[src/rtl/fsbm_pkg.sv]
// Shared types and constants for the full-search block-matching controller.
// Optional early termination is selected with FSBM_CTRL_EARLY_TERM_EN.
package fsbm_pkg;

  localparam int SAD_W    = 12;
  localparam int MV_W     = 8;
  localparam int MAX_ROWS = 16;

  typedef enum logic [2:0] {
    IDLE,
    LOAD,
    ACC,
    DRAIN,
    CMP,
    WRES,
    FIN
  } fsbm_state_e;

  function automatic int max_int(input int a, input int b);
    return (a > b) ? a : b;
  endfunction

endpackage

[src/rtl/fsbm_search_ctrl_if.sv]
// Bundle between the search controller, the frame sequencer and the SAD/comparator datapath.
// Handshakes: start is a request sampled only while the controller idles;
// cmp_en is a one-cycle request and cmp_valid its response, honoured only while waiting for it.
interface fsbm_search_ctrl_if #(
  parameter int SAD_W = fsbm_pkg::SAD_W
);
  logic                      start;
  logic                      busy;
  logic                      done;
  logic                      ref_rd_en;
  logic [3:0]                ref_row;
  logic                      sad_clr;
  logic                      sad_en;
  logic                      cmp_en;
  logic [3:0]                ctrl_wd;
  logic                      cmp_valid;
  logic [SAD_W-1:0]          cmp_sad;
  logic [3:0]                cmp_mvx;
  logic [SAD_W-1:0]          best_sad;
  logic [fsbm_pkg::MV_W-1:0] best_mv;

  modport master (
    input  start, cmp_valid, cmp_sad, cmp_mvx,
    output busy, done, ref_rd_en, ref_row, sad_clr, sad_en, cmp_en, ctrl_wd,
           best_sad, best_mv
  );

  modport slave (
    output start, cmp_valid, cmp_sad, cmp_mvx,
    input  busy, done, ref_rd_en, ref_row, sad_clr, sad_en, cmp_en, ctrl_wd,
           best_sad, best_mv
  );
endinterface

[src/rtl/fsbm_best_tracker.sv]
// Running-minimum register: keeps the smallest SAD seen and its motion vector.
// Strict less-than, so the earliest candidate wins a tie.
module fsbm_best_tracker #(
  parameter int SAD_W = fsbm_pkg::SAD_W
) (
  input  logic                      clk,
  input  logic                      rst_n,
  input  logic                      init_i,
  input  logic                      upd_valid_i,
  input  logic [SAD_W-1:0]          sad_i,
  input  logic [fsbm_pkg::MV_W-1:0] mv_i,
  output logic [SAD_W-1:0]          best_sad_o,
  output logic [fsbm_pkg::MV_W-1:0] best_mv_o
);
  import fsbm_pkg::*;

  logic [SAD_W-1:0] best_sad_q;
  logic [MV_W-1:0]  best_mv_q;

  always_ff @(posedge clk or negedge rst_n) begin
    if (!rst_n) begin
      best_sad_q <= '0;
      best_mv_q  <= '0;
    end else if (init_i) begin
      best_sad_q <= '1;
      best_mv_q  <= '0;
    end else if (upd_valid_i && (sad_i < best_sad_q)) begin
      best_sad_q <= sad_i;
      best_mv_q  <= mv_i;
    end
  end

  assign best_sad_o = best_sad_q;
  assign best_mv_o  = best_mv_q;

endmodule

[src/rtl/fsbm_search_ctrl.sv]
// Row sequencer for the full-search block matcher: LOAD/ACC/DRAIN/CMP/WRES per row, then FIN.
// Define FSBM_CTRL_EARLY_TERM_EN to end the search as soon as a row reports a zero SAD.
module fsbm_search_ctrl #(
  parameter int ROWS    = 16,
  parameter int BLK     = 16,
  parameter int SAD_LAT = 2,
  parameter int SAD_W   = 12
) (
  input  logic                  clk,
  input  logic                  rst_n,
  fsbm_search_ctrl_if.master    bus,
  output fsbm_pkg::fsbm_state_e state_o
);
  import fsbm_pkg::*;

  localparam int              PH_MAX   = max_int(BLK, SAD_LAT);
  localparam int              PH_W     = (PH_MAX > 2) ? $clog2(PH_MAX) : 1;
  localparam logic [PH_W-1:0] BLK_LAST = PH_W'(BLK - 1);
  localparam logic [PH_W-1:0] LAT_LAST = PH_W'((SAD_LAT > 0) ? SAD_LAT - 1 : 0);
  localparam logic [3:0]      ROW_LAST = 4'(ROWS - 1);

  fsbm_state_e     state_q;
  logic [3:0]      row_q;
  logic [PH_W-1:0] ph_q;
  logic            busy_q;
  logic            done_q;
  logic            ref_rd_en_q;
  logic            sad_clr_q;
  logic            sad_en_q;
  logic            cmp_en_q;

  logic            accept;
  logic            upd;
  logic            early_zero;
  logic            last_row;

  assign accept   = (state_q == IDLE) && bus.start;
  assign upd      = (state_q == WRES) && bus.cmp_valid;
  assign last_row = (row_q == ROW_LAST);

`ifdef FSBM_CTRL_EARLY_TERM_EN
  assign early_zero = (bus.cmp_sad == '0);
`else
  assign early_zero = 1'b0;
`endif

  // Strobes are registered for the state being entered, so they line up with it.
  always_ff @(posedge clk or negedge rst_n) begin
    if (!rst_n) begin
      state_q     <= IDLE;
      row_q       <= '0;
      ph_q        <= '0;
      busy_q      <= 1'b0;
      done_q      <= 1'b0;
      ref_rd_en_q <= 1'b0;
      sad_clr_q   <= 1'b0;
      sad_en_q    <= 1'b0;
      cmp_en_q    <= 1'b0;
    end else begin
      done_q      <= 1'b0;
      ref_rd_en_q <= 1'b0;
      sad_clr_q   <= 1'b0;
      cmp_en_q    <= 1'b0;
      case (state_q)
        IDLE: begin
          if (bus.start) begin
            state_q     <= LOAD;
            row_q       <= '0;
            busy_q      <= 1'b1;
            ref_rd_en_q <= 1'b1;
            sad_clr_q   <= 1'b1;
          end
        end
        LOAD: begin
          state_q  <= ACC;
          ph_q     <= '0;
          sad_en_q <= 1'b1;
        end
        ACC: begin
          if (ph_q == BLK_LAST) begin
            sad_en_q <= 1'b0;
            ph_q     <= '0;
            if (SAD_LAT == 0) begin
              state_q  <= CMP;
              cmp_en_q <= 1'b1;
            end else begin
              state_q <= DRAIN;
            end
          end else begin
            ph_q <= ph_q + PH_W'(1);
          end
        end
        DRAIN: begin
          if (ph_q == LAT_LAST) begin
            state_q  <= CMP;
            ph_q     <= '0;
            cmp_en_q <= 1'b1;
          end else begin
            ph_q <= ph_q + PH_W'(1);
          end
        end
        CMP: begin
          state_q <= WRES;
        end
        WRES: begin
          if (bus.cmp_valid) begin
            if (last_row || early_zero) begin
              state_q <= FIN;
              done_q  <= 1'b1;
            end else begin
              state_q     <= LOAD;
              row_q       <= row_q + 4'd1;
              ref_rd_en_q <= 1'b1;
              sad_clr_q   <= 1'b1;
            end
          end
        end
        FIN: begin
          state_q <= IDLE;
          busy_q  <= 1'b0;
        end
        default: begin
          state_q <= IDLE;
          busy_q  <= 1'b0;
        end
      endcase
    end
  end

  fsbm_best_tracker #(
    .SAD_W(SAD_W)
  ) u_best (
    .clk         (clk),
    .rst_n       (rst_n),
    .init_i      (accept),
    .upd_valid_i (upd),
    .sad_i       (bus.cmp_sad),
    .mv_i        ({bus.cmp_mvx, row_q}),
    .best_sad_o  (bus.best_sad),
    .best_mv_o   (bus.best_mv)
  );

  assign bus.busy      = busy_q;
  assign bus.done      = done_q;
  assign bus.ref_rd_en = ref_rd_en_q;
  assign bus.ref_row   = row_q;
  assign bus.sad_clr   = sad_clr_q;
  assign bus.sad_en    = sad_en_q;
  assign bus.cmp_en    = cmp_en_q;
  assign bus.ctrl_wd   = row_q;
  assign state_o       = state_q;

endmodule

[src/flat_wrapper.sv]
// flat-port wrapper written by rule: the top's interface ports become plain ports
module fsbm_search_ctrl_flat import fsbm_pkg::*;
#(
  parameter int ROWS    = 16,
  parameter int BLK     = 16,
  parameter int SAD_LAT = 2,
  parameter int SAD_W   = 12
)
  (clk, rst_n, state_o, bus_start, bus_cmp_valid, bus_cmp_sad, bus_cmp_mvx, bus_busy, bus_done, bus_ref_rd_en, bus_ref_row, bus_sad_clr, bus_sad_en, bus_cmp_en, bus_ctrl_wd, bus_best_sad, bus_best_mv);
  fsbm_search_ctrl_if #(.SAD_W(SAD_W)) bus_i ();
  input  logic clk;
  input  logic rst_n;
  output fsbm_pkg::fsbm_state_e state_o;
  input wire logic [$bits(bus_i.start)-1:0] bus_start;
  input wire logic [$bits(bus_i.cmp_valid)-1:0] bus_cmp_valid;
  input wire logic [$bits(bus_i.cmp_sad)-1:0] bus_cmp_sad;
  input wire logic [$bits(bus_i.cmp_mvx)-1:0] bus_cmp_mvx;
  output wire logic [$bits(bus_i.busy)-1:0] bus_busy;
  output wire logic [$bits(bus_i.done)-1:0] bus_done;
  output wire logic [$bits(bus_i.ref_rd_en)-1:0] bus_ref_rd_en;
  output wire logic [$bits(bus_i.ref_row)-1:0] bus_ref_row;
  output wire logic [$bits(bus_i.sad_clr)-1:0] bus_sad_clr;
  output wire logic [$bits(bus_i.sad_en)-1:0] bus_sad_en;
  output wire logic [$bits(bus_i.cmp_en)-1:0] bus_cmp_en;
  output wire logic [$bits(bus_i.ctrl_wd)-1:0] bus_ctrl_wd;
  output wire logic [$bits(bus_i.best_sad)-1:0] bus_best_sad;
  output wire logic [$bits(bus_i.best_mv)-1:0] bus_best_mv;
  assign bus_i.start = bus_start;
  assign bus_i.cmp_valid = bus_cmp_valid;
  assign bus_i.cmp_sad = bus_cmp_sad;
  assign bus_i.cmp_mvx = bus_cmp_mvx;
  assign bus_busy = bus_i.busy;
  assign bus_done = bus_i.done;
  assign bus_ref_rd_en = bus_i.ref_rd_en;
  assign bus_ref_row = bus_i.ref_row;
  assign bus_sad_clr = bus_i.sad_clr;
  assign bus_sad_en = bus_i.sad_en;
  assign bus_cmp_en = bus_i.cmp_en;
  assign bus_ctrl_wd = bus_i.ctrl_wd;
  assign bus_best_sad = bus_i.best_sad;
  assign bus_best_mv = bus_i.best_mv;
  fsbm_search_ctrl #(.ROWS(ROWS), .BLK(BLK), .SAD_LAT(SAD_LAT), .SAD_W(SAD_W)) u_core (.clk(clk), .rst_n(rst_n), .bus(bus_i), .state_o(state_o));
endmodule
[config.mk]
export PLATFORM = sky130hd
export DESIGN_NAME = fsbm_search_ctrl_flat
export DESIGN_NICKNAME = d
export VERILOG_FILES = /design/src/rtl/fsbm_pkg.sv /design/src/rtl/fsbm_search_ctrl_if.sv /design/src/rtl/fsbm_best_tracker.sv /design/src/rtl/fsbm_search_ctrl.sv /design/src/flat_wrapper.sv
export SDC_FILE = /design/constraint.sdc
export NUM_CORES = 1
export LEC_CHECK = 0
export ABC_AREA = 1
export CAP_MARGIN = 15
export CORE_ASPECT_RATIO = 1.1
export CORE_MARGIN = 4
export CORE_UTILIZATION = 40
export CTS_CLUSTER_DIAMETER = 40
export DETAILED_ROUTE_END_ITERATION = 16
export HOLD_SLACK_MARGIN = 0.02
export PLACE_DENSITY = 0.67
export SLEW_MARGIN = 40
export SYNTH_ARGS = -nofsm -noshare
export SYNTH_HDL_FRONTEND = slang
export SYNTH_HIERARCHICAL = 1
export SYNTH_SLANG_ARGS = --single-unit
[constraint.sdc]
create_clock -name clk -period 4.25 [get_ports clk]
set_input_delay 0.85 -clock clk [delete_from_list [all_inputs] [get_ports clk]]
set_output_delay 0.85 -clock clk [all_outputs]
set_load 0.02 [all_outputs]
Word level (Yosys, flattened, before mapping). Index checks and enable logic that the tools add are counted.

Logic and storage cells: 70. Input bits: 20. Output and inout bits: 37. Register bits: 36.

Reductions and logical operators: 13. Mux-type cells: 30. Equal/unequal tests: 13. $lt $le $gt $ge: 1. Bitwise gates (word level): 1. $add $sub $neg: 2.

Operator list (number): 12-bit 2-to-1 mux (2); 4-bit 2-to-1 mux (5); 3-bit case mux with 6 select lines (1); 8-bit 2-to-1 mux (2); 3-bit 2-to-1 mux (5); 12-bit less-than comparator (1); 4-bit case mux with 3 select lines (1); 1-bit 2-to-1 mux (10); 4-bit by 1-bit adder with 4-bit output (second input constant) (2); 4-bit == test (second input constant) (2); 4-bit case mux with 2 select lines (1); 4-bit AND reduction (2); 3-bit by 2-bit == test with 1-bit output (second input constant) (2); 3-bit == test (second input constant) (2); 2-bit != test (second input constant) (3); 1-bit case mux with 2 select lines (3); 2-bit nonzero test (3); 5-bit OR reduction (1); 4-bit by 1-bit == test with 1-bit output (second input constant) (1); 2-bit by 1-bit != test with 1-bit output (second input constant) (2); 2-bit AND reduction (2); 3-bit by 1-bit == test with 1-bit output (second input constant) (1); 1-bit logical AND (3); 3-bit logical NOT (1); 2 further kinds (2).

Longest topological paths before layout.
Depth after elaboration: 5. Mapped depth: 12. Mapped depth without buffers: 11.

By module. The synthesis kept the hierarchy.

By module, submodules not included: fsbm_best_tracker (area each 1275.0 um^2, seq. area each 500.5 um^2, cells an instance 161, instances 1); fsbm_search_ctrl (area each 939.7 um^2, seq. area each 400.4 um^2, cells an instance 110, instances 1).

Least setup slack after synthesis. No wires, ideal clock.

Path type: input to register. Start point: in bus_cmp_sad[11]. End point: reg u_core.u_best.best_sad_q[2] (netlist: u_core/u_best/best_sad_o[2]). Data required time: 4.133 ns. Setup time: 0.117 ns. Slack: 2.160 ns. Path buffers: 1. Stages on the path: 11. Arrival: 1.973 ns. Path through: ha_1 > nand2_1 > nor2_2 > nand2_1 > nor2_1 > nor2_4 > nand2_4 > nand2_4 > buf_6 > nand2_1 > nand2_1.

Longest elaborated chain between the ends: 3.

RTL lines: start, declared (RTL line flat_wrapper.sv:16) `input wire logic [$bits(bus_i.cmp_sad)-1:0] bus_cmp_sad;`; 12-bit less-than comparator (RTL line fsbm_best_tracker.sv:27) `end else if (upd_valid_i && (sad_i < best_sad_q)) begin`; 1-bit logical AND (RTL line fsbm_best_tracker.sv:27); 2-bit nonzero test (no source line); end signal, assigned (RTL line fsbm_best_tracker.sv:28) `best_sad_q <= sad_i;`; end, declared (RTL line fsbm_best_tracker.sv:17) `logic [SAD_W-1:0] best_sad_q;`.

No other way between the ends. A chain may end at the register's enable or synchronous reset.

Worst setup path after layout. Same ends and word-level chain as after synthesis.

==> out/results.txt <==
outcome = completed
Clock Skews = 0.00473 ns
Worst EP required = 4.43 ns
xor/xnor cell area share of the yosys netlist = 1.19%
most frequent CP cell = sky130_fd_sc_hd__nand2_1
Startpoint Class = primary input
worst-path maximum fanout = 21
mean routed wirelength per cell = 12.2 um
number of nets produced by synthesis = 305
critical-path cell with the highest stage delay = sky130_fd_sc_hd__clkdlybuf4s50_1
number of cells on the critical path = 11
total vias in the final route = 1877
Final Hold Viols = 0
fraction of the mapped netlist area in compound gates = 4.29%
post-cts resize count = 0
Die Wd = 78.9 um
HPWL reported at the end of detailed placement = 3480 um
area grow syn2layout = 28.1%
die span in y = 86.0 um
remaining global-route overflow = 0
hold_buf cts = 0
Max-Cap Viols = 0
largest family of logic cells by synthesized area = simple AND/OR/NAND/NOR gates
worst-case setup margin in the final layout = 1.71 ns
standard-cell row count = 28
number of distinct library cells after synthesis = 29
detailed-routing iteration count for the pre-antenna-repair pass = 4
count of yosys warnings during synthesis = 6
reg2reg path depth = 10
wire length of the first global-routing pass = 8160 um
starting utilization of the core area = 41.3%
number of buffers inserted during clock tree synthesis = 5
adder-cell share of the synthesized area = 7.91%
number of standard cells after synthesis = 271
Top Family by Delay on Critical Path = simple AND/OR/NAND/NOR gates
count of final max-slew check failures = 0
min cycle time layout = 2.54 ns
clock slew at the register clock pins of the worst setup and hold paths = 0.08 ns
initial antenna violation count = 0
setup slack at placement = 1.38 ns
antenna-violating nets left = 0
reg2reg start = u_core/state_o[2]
Inst Count DP = 388
final WL = 4840 um
post-route fraction of the period consumed by the critical path = 59.9%
R2R Setup Slk = 2.14 ns
number of enable flip-flop cells after synthesis = 0
proportion of synthesized area in mux cells = 0%
Hold WC Path Type = register to register
via count of the first global-routing pass = 1798
total negative setup slack = 0 ns
initial drt markers = 95
Avg Vias per Cell = 4.74
hold slack = 0.492 ns
Root Buffer = sky130_fd_sc_hd__clkbuf_8
count of boundary I/O pins = 57
Tightest Pin Transition = 0.505 ns
Leakage Power = 1.42 nW
# port buffers = 56
arrival time of data at the critical path endpoint = 2.73 ns
antenna diode count = 0
register bit total from synthesis = 36
filler-free cell count of the finished design = 396
start-to-end type of the worst setup path = primary input to register
TritonCTS clock tree = done
most used flip-flop cell after synthesis = sky130_fd_sc_hd__dfrtp_1
total power density per cell area = 634 nW/um2
Avg Synthesized Cell Area = 8.17 um2
die area = 6790 um2
crit path cell chain = clkdlybuf4s50_1 > ha_1 > nand2_1 > nor2_2 > nand2_1 > nor2_1 > nand2_2 > nand2_4 > nand2_4 > nand2_1 > nand2_1
simple-gate area share of the yosys netlist = 34.5%
share of cells above drive strength 1 = 14.3%
number of setup buffers added after CTS = 0
DR DRC count = 0
routability cong. = 0.854
post-synthesis sequential area ratio = 40.7%
final setup violation count = 0
Post-Syn Area = 2210 um2
relative slew slack = 66.3%
origin of the worst min-delay path = u_core/bus.busy
startpoint of the worst setup timing path = bus_cmp_sad[11]
Core Region = 5360 um2
pin count of the biggest net entering global routing = 37
commonest cells after routing, fill and taps aside = 74 x sky130_fd_sc_hd__nand2_1, 55 x sky130_fd_sc_hd__clkdlybuf4s50_1, 36 x sky130_fd_sc_hd__dfrtp_1
maximum VDD drop = 322 uV
most common library cell in the layout ignoring fill and taps = sky130_fd_sc_hd__nand2_1
Core Util, Final = 52.9%
global-route usage over all layers = 15.3%
Max Root-Sink Buffers = 2
buffers and inverters on the worst path = 1
setup repair after global routing missed its margin = no
Critical Path Max Stage Delay = 0.43 ns
TritonCTS Sinks = 36
fmax = 393 MHz
endpoint of the worst setup timing path = u_core/u_best/best_sad_o[2]
async set-or-reset flop fraction in the synthesized netlist = 100%
clock latency on the worst-skew pair = 0.29 ns
endpoint kind of the worst setup timing path = register
level count of the clock H-tree = 2
fin nets = 354
filler cell count = 514
Crit Reg-Reg Endpoint = u_core/u_best/best_sad_o[2]
[worst min-delay path: cells and delay by family (launching register included)]
kind | cells | cell delay, ns
flops | 1 | 0.35
simple gates | 2 | 0.10
[how the worst min path moves through the flow]
stage / endpoint / slack [ns] / depth (start not counted)
final: u_core/bus.busy / 0.49 / 2
after CTS: u_core/bus.busy / 0.49 / 2
after global routing: u_core/u_best/best_sad_o[3] / 0.53 / 1
after floorplan: u_core/ph_q[1] / 0.50 / 2
after global placement: u_core/bus.sad_en / 0.47 / 2
after detailed placement: u_core/bus.busy / 0.47 / 2
[registers in the layout, summed over array words and instances, names as in the netlist]
signal                    cells
u_core/bus.cmp_en             1
u_core/bus.busy               1
u_core/bus.sad_en             1
u_core/state_o                3
u_core/bus.ctrl_wd            4
u_core/bus.done               1
u_core/bus.sad_clr            1
u_core/ph_q                   4
u_core/u_best/best_sad_o     12
u_core/u_best/best_mv_o       8
[through the flow]
| step | total power [mW] | area, um2 |
|---|---|---|
| after floorplan | 1.22 | 2210 |
| after global placement | 1.54 | 2740 |
| after detailed placement | 1.56 | 2740 |
| after CTS | 1.82 | 2840 |
| after global routing | 1.95 | 2840 |
| final | 1.80 | 2840 |
[where the power goes]
part | internal (mW) | switching (mW) | total, mW
registers | 0.467 | 0.136 | 0.603
logic | 0.415 | 0.525 | 0.940
clock network | 0.129 | 0.126 | 0.255
total | 1.01 | 0.786 | 1.80
[kinds of logic after synthesis]
| family | after synthesis |
|---|---|
| adder cells (fa/ha/maj) | 14 |
| flip-flops | 36 |
| buffers and inverters | 49 |
| AND/OR/NAND/NOR | 154 |
| AO/OA/AOI/OAI | 15 |
| XOR/XNOR | 3 |
[layer usage]
layer	share of wire, %	global-route usage (%)
met1	45	18.8
met2	48	25.6
met3	6.3	4.52
met4	1.3	5.47
met5	0	0
[Yosys cell counts, types with 3 or more instances]
| library cell | n | area, um2 |
|---|---|---|
| sky130_fd_sc_hd__o21ai_1 | 3 | 15.0 |
| sky130_fd_sc_hd__inv_2 | 4 | 15.0 |
| sky130_fd_sc_hd__nand4_1 | 9 | 56.3 |
| sky130_fd_sc_hd__nand3_1 | 32 | 160 |
| sky130_fd_sc_hd__nand2_1 | 74 | 278 |
| sky130_fd_sc_hd__dfrtp_1 | 36 | 901 |
| sky130_fd_sc_hd__nand2_4 | 4 | 45.0 |
| sky130_fd_sc_hd__buf_6 | 3 | 33.8 |
| sky130_fd_sc_hd__nand2_2 | 4 | 25.0 |
| sky130_fd_sc_hd__or2_2 | 12 | 75.1 |
| sky130_fd_sc_hd__o21ai_2 | 4 | 35.0 |
| sky130_fd_sc_hd__ha_1 | 14 | 175 |
| sky130_fd_sc_hd__buf_4 | 7 | 52.6 |
| sky130_fd_sc_hd__inv_1 | 31 | 116 |
| sky130_fd_sc_hd__nor2_1 | 10 | 37.5 |
| sky130_fd_sc_hd__a21oi_1 | 5 | 25.0 |
[area by class of cell]
| cell class | instances | area (um2) | area share, % |
|---|---|---|---|
| multi-input combinational | 186 | 1060 | 37.4 |
| timing repair buffer | 56 | 558 | 19.7 |
| tap | 75 | 93.8 | 3.31 |
| sequential | 36 | 901 | 31.7 |
| clock inverter | 2 | 10.0 | 0.353 |
| clock buffer | 6 | 82.6 | 2.91 |
| inverter | 35 | 131 | 4.63 |
(Power assumes the default switching activity.)
